File: config.mk
export PLATFORM = sky130hd
export DESIGN_NAME = btn_press_decoder
export DESIGN_NICKNAME = d
export VERILOG_FILES = /design/src/rtl/btn_press_decoder.sv
export SDC_FILE = /design/constraint.sdc
export NUM_CORES = 1
export LEC_CHECK = 0
export ABC_AREA = 1
export CORE_MARGIN = 1
export CORE_UTILIZATION = 60
export CTS_BUF_LIST = sky130_fd_sc_hd__clkbuf_16
export CTS_CLUSTER_SIZE = 14
export DETAILED_ROUTE_END_ITERATION = 7
export GPL_TIMING_DRIVEN = 0
export PLACE_DENSITY = 0.78
export RECOVER_POWER = 50
export SKIP_CTS_REPAIR_TIMING = 1
export SYNTH_ARGS = -nofsm -noshare
export SYNTH_HDL_FRONTEND = slang
export SYNTH_SLANG_ARGS = --single-unit
File: constraint.sdc
create_clock -name clk -period 2.36 [get_ports clk]
set_input_delay 0.236 -clock clk [delete_from_list [all_inputs] [get_ports clk]]
set_output_delay 0.236 -clock clk [all_outputs]
set_load 0.005 [all_outputs]
File: src/rtl/btn_press_decoder.sv
// Classifies debounced active-low button gestures into single-click, double-click
// and long-press events, each reported as a registered one-cycle pulse.
module btn_press_decoder #(
    parameter int LONG_CYC = 50_000_000,
    parameter int GAP_CYC  = 15_000_000,
    parameter int CW       = 26
) (
    input  logic clk,
    input  logic rst_n,
    input  logic btn_n,
    output logic single_click,
    output logic double_click,
    output logic long_press,
    output logic held,
    output logic busy
);

    typedef enum logic [2:0] {
        IDLE,
        PRESS1,
        WAIT_GAP,
        WAIT_REL,
        HOLD
    } state_t;

    localparam logic [CW-1:0] LONG_LAST = CW'(LONG_CYC - 1);
    localparam logic [CW-1:0] GAP_LAST  = CW'(GAP_CYC - 1);

    state_t        state, next_state;
    logic [CW-1:0] cnt, next_cnt;
    logic          next_single, next_double, next_long;

    // NOTE: every signal gets a default before the case so no path leaves it unassigned (no latches).
    always_comb begin
        next_state  = state;
        next_cnt    = cnt;
        next_single = 1'b0;
        next_double = 1'b0;
        next_long   = 1'b0;
        case (state)
            IDLE: begin
                if (!btn_n) begin
                    next_state = PRESS1;
                    next_cnt   = CW'(1);
                end
            end
            PRESS1: begin
                if (btn_n) begin
                    next_state = WAIT_GAP;
                    next_cnt   = CW'(1);
                end else if (cnt == LONG_LAST) begin
                    next_state = HOLD;
                    next_long  = 1'b1;
                end else begin
                    next_cnt = cnt + CW'(1);
                end
            end
            WAIT_GAP: begin
                // A new press wins over window expiry on the same sample.
                if (!btn_n) begin
                    next_state  = WAIT_REL;
                    next_double = 1'b1;
                end else if (cnt == GAP_LAST) begin
                    next_state  = IDLE;
                    next_single = 1'b1;
                end else begin
                    next_cnt = cnt + CW'(1);
                end
            end
            WAIT_REL, HOLD: begin
                if (btn_n) next_state = IDLE;
            end
            default: next_state = IDLE;
        endcase
    end

    // NOTE: sequential state uses non-blocking assignments so all registers update from pre-edge values.
    always_ff @(posedge clk or negedge rst_n) begin
        if (!rst_n) begin
            state        <= IDLE;
            cnt          <= '0;
            single_click <= 1'b0;
            double_click <= 1'b0;
            long_press   <= 1'b0;
            held         <= 1'b0;
            busy         <= 1'b0;
        end else begin
            state        <= next_state;
            cnt          <= next_cnt;
            single_click <= next_single;
            double_click <= next_double;
            long_press   <= next_long;
            held         <= (next_state == HOLD);
            busy         <= (next_state != IDLE);
        end
    end

endmodule
* Word-level counts from Yosys, hierarchy flattened
Cells that the tools add are included.
Cells by class: $add $sub $neg 1, equal/unequal tests 11, multiplexer cells 21, reduce and logical (&&, ||, !) cells 5
Operator list (count):
- $mux W26 | 5
- $pmux W26 S3 | 1
- $add A26 B1 Y26 const B | 1
- $eq A26 B24 Y1 const B | 1
- $eq A26 B26 Y1 const B | 1
- $mux W3 | 6
- $pmux W3 S4 | 1
- $mux W1 | 8
- $eq A3 B2 Y1 const B | 2
- $eq A3 B3 Y1 const B | 2
- $ne A2 B2 Y1 const B | 3
- $reduce_bool A3 Y1 | 2
- $reduce_and A5 Y1 | 1
- $eq A3 B1 Y1 const B | 1
- $logic_not A3 Y1 | 1
- $ne A3 B3 Y1 const B | 1
- $reduce_or A2 Y1 | 1
Word-level totals: bits in registers 34, input bits 3, logic and storage cells 45

* Depth between registers and ports, before layout
depth in word-level cells 5, mapped depth 12, mapped depth without buffers 11

* Worst setup path before layout
Ideal clock, no wire load.
kind register to register, from reg cnt[0], to reg cnt[16], setup slack 0.666 ns, period minus slack after synthesis 1.694 ns, cell stages (with the launch flop) 12, path buffers 1, arrival 1.577 ns, cell sequence dfrtp_1 ha_1 inv_2 nor2_4 nand4_2 nor2_2 nand3_2 nand3_2 inv_2 buf_2 nand2_1 nand2_1
Between the ends: word-level cells in the longest chain between the ends 4
RTL lines:
- from (decl) | line 30 | logic [CW-1:0] cnt, next_cnt;
- from (signal assigned) | line 89 | cnt <= next_cnt;
- $add A26 B1 Y26 | line 55, 67
- $mux W26, on equally long branches | line 63, 51
- $mux W26, on equally long branches | line 60, 48
- $pmux W26 S3 | line 40 | case (state)
Several ways; a longest one is shown, not always the timed one. The select of a mux whose other input is x is not followed. A chain may end at the register's enable or synchronous reset.

* Final worst setup path
from reg cnt[0], to reg cnt[19]
The elaborated chain is that of the path after synthesis.

==> results.md <==
- Setup violations remaining at the end of the flow were counted as 0.
- After synthesis, the most frequently instantiated cells are sky130_fd_sc_hd__nand2_1 (169), sky130_fd_sc_hd__nor2_1 (56), sky130_fd_sc_hd__nand3_1 (47).
- For this run, the total global-route usage over all layers was measured as 36.6%.
- The floorplan row count is 23.
- The area taken by flip-flops and latches is 851 µm².
- The clock latency at the later pin of the worst-skew pair is 0.28 ns.
- The number of buffer and inverter instances along the worst setup path is 2.
- The antenna diode instance count is 0.
- The die covers 0.00455 mm².
- The slowest stage of the critical path is the sky130_fd_sc_hd__dfrtp_1 cell.
- The gate count after technology mapping is 420.
- The final route contains 2,836 vias.
- The CTS tree is built.
- Dividing the detail-routed wire length by the instance count gives 15.7 µm.
- Final hold analysis gives a worst-case slack of 0.240 ns.
- The mapped netlist covers 0.00257 mm².
- The clock-pin transition on the worst setup and hold timing paths is 0.06 ns.
- In the routed design, unresolved DRC markers number 0.
- Setup repair after global routing left no endpoint under its margin.
- The die outline height is 67.4 µm.
- The fraction of synthesis flops using an asynchronous set or reset pin is 100%.
- The number of cells on the worst reg-to-reg path is 11.
- When the netlist entered floorplanning its net count stood at 424.
- The portion of the clock cycle consumed by the worst path in the final layout is 93.7%.
- The required arrival time at the worst endpoint is 2.53 ns.
- The number of port buffers is 6.
- The first global-routing pass estimated 12,100 µm of wire.
- The total net switching power is 0.513 mW.
- In this run, the clock network consumes 40.6% of the power.
- The startpoint identified for the worst register-to-register timing path is cnt[0].
- The number of ports placed on the die boundary is 8.
- The post-detailed-route via-to-cell ratio is 5.86.
- In this run the number of cells on the critical path is 11.
- Yosys printed 0 warnings.
- The number of nets in the layout is 437.
- Cells with a size suffix above 1 make up 7.14% of the layout.
- The checks that failed: capacitance limit, slew limit.
- The leakage power is 1.32 nW.
- The worst-case clock skew is 0.00363 ns.
- Max-cap violations in this run came to 1.
- The initial antenna violation count is 0.
- A synthesized cell averages 6.12 µm².
- The leading area contributor after synthesis is sky130_fd_sc_hd__dfrtp_1.
- The startpoint type of the worst setup path is a register.
- sky130_fd_sc_hd__nand2_1 is the most common cell in the netlist.
- The most frequent cell on the critical path is sky130_fd_sc_hd__nand2_1.
- Ranked by total cell area, the synthesized netlist is headed by sky130_fd_sc_hd__dfrtp_1 (33%), sky130_fd_sc_hd__nand2_1 (25%), sky130_fd_sc_hd__nand3_1 (9.2%).
- The capturing point of the worst reg2reg path is cnt[19].
- The maximum cell stage delay along the critical path is 0.46 ns.
- In this run the remaining antenna-violating nets after routing total 0.
- The worst setup path startpoint is cnt[0].
- Dividing total power by cell area gives a power density of 564 mW/mm².
- The horizontal die dimension is 67.4 µm.
- The worst-case vdd ir drop is 0.425 mV.
- Summing all placed instances gives a cell area of 0.00269 mm².
- The final design area excluding fillers is 0.00284 mm².
- Headroom to the max-slew limit came out at -26.0%.
- The share of power burned in registers is 40.6%.
- The clock drives 34 sinks.
- The slack of the worst reg-to-reg path is 0.15 ns.
- Total power for the finished layout comes to 1.60 mW.
- The portion of total power attributed to combinational logic is 18.8%.
- The count of cell types in the netlist is 27.
- Traced cell by cell, the critical path runs through ha_2 > nand3_2 > nor3_2 > nand2_1 > nor2_1 > nand2_1 > nand3_2 > inv_2 > buf_2 > nand2_1 > nand2_1.
- The setup path with the least slack is of type reg -> reg.
- The number of buffers added by the clock tree synthesis step is 5.
- After synthesis, the largest area contributor takes up 33.1% of total cell area.
- The flow ran to the end, but the final reports show violations.
- The initial standard-cell utilization of the core is 63.3%.
- The achievable clock frequency is 452 MHz.
- For this run the aggregate overflow at the end of global routing stands at 0.
- In the final layout, the multi-input gates occupy 0.00152 mm².
- The half-perimeter wire length after detailed placement is 5550 µm.
- The routability-driven placement congestion ratio is 1.01.
- The number of failing hold endpoints at the final stage came to 0.
- The final period demand of the worst path is 2.21 ns.
- Summed over all failing endpoints, the final setup total negative slack is 0 ns.
- The root buffer cell is sky130_fd_sc_hd__clkbuf_16.
- The top cell family by delay on the critical path is simple AND/OR/NAND/NOR gates.
- At the worst endpoint, the arrival time is 2.38 ns.
- The number of fill cells in the layout is 353.
- The hold path startpoint is btn_n.
- The number of global-route vias before repair is 2,566.
- Before antenna repair, the detailed router went through 5 iterations.
- For this block, the initial DRC count from the detailed router was 210.
- In this run the worst hold path is classified as in -> reg.
- The most critical setup path has its endpoint at cnt[19].
- The H-tree depth reported by CTS is 2.
- The core region is 0.00406 mm².
- The part of the Yosys area used for sequential elements is 33.1%.
- STA classifies the critical path endpoint as a register.
- The highest net fanout along the worst path is 10.
- In this run switching power makes up 32.1% of total power.
- The pin slew with the least headroom to its limit is 1.89 ns.
- Wires add up to 7590 µm.
- The total internal power is 1.08 mW.
- Entering global routing, the biggest net connects 35 pins.
- The most frequently used flop master after synthesis is sky130_fd_sc_hd__dfrtp_1.
- The post-synthesis register bit count is 34.
- The count of pins over their slew limit is 35.
- The area overhead of the layout relative to synthesis is 10.3%.
- The number of enable-type register cells in the synthesized netlist is 0.
- The maximum buffer depth of the clock tree is 2.
## cell type report
class / instances / share of cell area (%)
Multi-Input combinational cell: 338 / 53.5
Sequential cell: 34 / 30.0
Inverter: 36 / 4.77
Clock buffer: 5 / 4.41
Buffer: 12 / 2.43
Tap cell: 50 / 2.21
Timing Repair Buffer: 6 / 1.90
Clock inverter: 3 / 0.750
## cell families after synthesis
| logic type | after synthesis | synth area share (%) |
|---|---|---|
| buf+inv | 48 | 7.94 |
| fa+ha+maj | 1 | 0.487 |
| flops | 34 | 33.1 |
| simple gates | 305 | 51.0 |
| compound gates | 25 | 5.06 |
| xor+xnor | 7 | 2.39 |
## through the flow
step                      setup WS [ns]  cells  utilization, %
after floorplan                   0.666    420               -
after global placement            0.136    476            66.4
after detailed placement          0.132    476            66.2
after CTS                        0.0862    484            69.8
after global routing             0.0435    484            69.9
final                             0.148    484            69.9
## worst min-delay path by stage
| stage | end | cells past startpoint |
|---|---|---|
| floorplan | busy | 0 |
| global placement | cnt[1] | 2 |
| detailed placement | cnt[12] | 1 |
| CTS | cnt[12] | 1 |
| global route | double_click | 2 |
| finish | long_press | 2 |
## power groups by stage
stage / clock, mW / combinational, mW / sequential [mW]
6_report: 0.649 / 0.300 / 0.649
5_1_grt: 0.667 / 0.327 / 0.653
4_1_cts: 0.652 / 0.293 / 0.647
3_5_place_dp: 0 / 0.292 / 0.657
3_3_place_gp: 0 / 0.285 / 0.656
2_1_floorplan: 0 / 0.197 / 0.647
## layer usage
metal / track usage (%) / share of wire, % / vias up
met2: 58.5 / 46 / 130
li1: - / - / 1375
met3: 6.76 / 7.6 / 19
met4: 18.4 / 3.1 / 0
met5: 0 / 0 / -
met1: 47.1 / 43 / 1312
## flip-flops by register name, summed over array words and instances, names as in the netlist
name,flops
held,1
busy,1
state,3
double_click,1
single_click,1
long_press,1
cnt,26
## placed cells by master, fill, tap and decap left out, types with 2 or more instances in the layout
master and instances:
sky130_fd_sc_hd__nand2_1 169, sky130_fd_sc_hd__nor2_1 56, sky130_fd_sc_hd__nand3_1 47, sky130_fd_sc_hd__dfrtp_1 34, sky130_fd_sc_hd__inv_1 31, sky130_fd_sc_hd__nand4_1 18, sky130_fd_sc_hd__o21ai_0 18, sky130_fd_sc_hd__xor2_1 7
sky130_fd_sc_hd__clkbuf_1 6, sky130_fd_sc_hd__inv_2 5, sky130_fd_sc_hd__clkbuf_16 5, sky130_fd_sc_hd__nor3_1 4, sky130_fd_sc_hd__buf_2 4, sky130_fd_sc_hd__nand3_2 3, sky130_fd_sc_hd__a21oi_1 3, sky130_fd_sc_hd__clkdlybuf4s50_1 3
sky130_fd_sc_hd__nor3_2 2, sky130_fd_sc_hd__nor2_2 2, sky130_fd_sc_hd__o21ai_1 2, sky130_fd_sc_hd__dlygate4sd3_1 2
Note: power is estimated with default switching activity, not from simulation.
==> edit (config.mk and constraints unchanged) <==
Reset style: synchronous (`rst_n`), changed in one clocked block.
--- a/src/rtl/btn_press_decoder.sv
+++ b/src/rtl/btn_press_decoder.sv
@@ -76,5 +76,5 @@
 
     // NOTE: sequential state uses non-blocking assignments so all registers update from pre-edge values.
-    always_ff @(posedge clk or negedge rst_n) begin
+    always_ff @(posedge clk) begin
         if (!rst_n) begin
             state        <= IDLE;
Function: differs if rst_n is asserted again (counterexample within 4 cycles, from zero or initial values and one cycle with rst_n low); with rst_n held inactive, the same outputs for 10 cycles.
==> edit against the unedited design <==
Sequential cell count unchanged; clock skew up 3.6 ps; cell area down 1.6%; wire length down 6.5%; worst hold slack better by 270 ps; sequential share of layout area down 5.6 points; worst setup slack worse by 55 ps; total power down 13%; synthesized area down 1.5%; final cell count down 0.21%.
==> edit: results (changes against the unedited design) <==
| Metric | Value |
|---|---|
| Hold Startpoint | `cnt[5]$_SDFFE_PN0P_ (was btn_n)` |
| Headroom to the max-slew limit | `55.3% (was -26.0%)` |
| First-pass GRT wire length | `11400 µm (was 12100 µm)` |
| WHS | `514 ps (was 240 ps)` |
| Crit path from | `cnt[0]$_SDFFE_PN0P_ (was cnt[0]$_DFFE_PN0P_)` |
| Worst EP arrival | `2400 ps (was 2380 ps)` |
| Post-Place Cells | `475 (was 476)` |
| Avg WL per Cell | `14.7 µm (was 15.7 µm)` |
| Post-synth top flop | `dfxtp_1 (was dfrtp_1)` |
| Area fraction in compound gates after synthesis | `12.1% (was 5.06%)` |
| Crit-path max cell delay | `480 ps (was 460 ps)` |
| FFs w/ async S/R, synth | `0% (was 100%)` |
| Cell Area, Placed | `2670 µm² (was 2690 µm²)` |
| Outcome | `completed (was finished with violations)` |
| Top post-synthesis cells by area | `dfxtp_1, nand2_1, nand3_1, nor2_1, a21oi_2 (was dfrtp_1, nand2_1, nand3_1, nor2_1, inv_1)` |
| Maxcap violations | `0 (was 1)` |
| Worst vdd ir | `0.000449 V (was 0.000425 V)` |
| GRT Resource Usage Total | `34.3% (was 36.6%)` |
| R2R Setup Slk | `90 ps (was 150 ps)` |
| DR vias | `2805 (was 2836)` |
| Leakage | `0.998 nW (was 1.32 nW)` |
| Worst slack, placed | `79.7 ps (was 132 ps)` |
| Via-to-Cell Ratio | `5.81 (was 5.86)` |
| Cells after synthesis | `418 (was 420)` |
| Clk_skew | `7.19 ps (was 3.63 ps)` |
| Global-route track usage on met1 | `43.9% (was 47.1%)` |
| Top post-synthesis cells by count | `nand2_1, nand3_1, nor2_1 (was nand2_1, nor2_1, nand3_1)` |
| XOR/XNOR share of the synthesized area | `0.692% (was 2.39%)` |
| Number of global-route vias before repair | `2439 (was 2566)` |
| Synth cell types | `35 (was 27)` |
| Port Buf Inserts | `7 (was 6)` |
| Worst Hold Path EP | `cnt[5]$_SDFFE_PN0P_ (was long_press$_DFF_PN0_)` |
| DRT iter0 DRCs | `332 (was 210)` |
| Reg2Reg Capture Point | `cnt[23]$_SDFFE_PN0P_ (was cnt[19]$_DFFE_PN0P_)` |
| Met2 Use GR | `56.4% (was 58.5%)` |
| Gpl congestion | `1.04 (was 1.01)` |
| Nets | `436 (was 437)` |
| Grt met3 use | `5.31% (was 6.76%)` |
| CP max-delay cell | `dfxtp_1 (was dfrtp_1)` |
| Layout fillers | `385 (was 353)` |
| Hold/Removal Path Class | `reg -> reg (was in -> reg)` |
| Period utilisation layout | `96.0% (was 93.7%)` |
| Sw Ratio | `27.2% (was 32.1%)` |
-- edit: power by group through the flow --
stage | combinational, W | sequential, W | clock [W]
4_1_cts | 0.000174 | 0.000590 | 0.000642
3_3_place_gp | 0.000172 | 0.000602 | 0
6_report | 0.000167 | 0.000590 | 0.000632
3_5_place_dp | 0.000173 | 0.000602 | 0
5_1_grt | 0.000178 | 0.000590 | 0.000658
2_1_floorplan | 0.000123 | 0.000600 | 0
-- edit: routing by layer --
metal	wire length [µm]	share of wire [%]
met5	0	0
met3	568	8.0
met2	3260	46
met1	3080	43
met4	187	2.6
-- edit: area by class of cell --
| type | count | area, µm² | area share, % |
|---|---|---|---|
| plain buffers | 13 | 71.3 | 2.56 |
| clock buffers | 5 | 125 | 4.48 |
| clock inverters | 3 | 16.3 | 0.583 |
| inverters | 33 | 124 | 4.44 |
| multi-input cells | 338 | 1640 | 58.8 |
| flip-flops and latches | 34 | 681 | 24.4 |
| well taps | 50 | 62.6 | 2.24 |
| repair buffers | 7 | 70.1 | 2.51 |
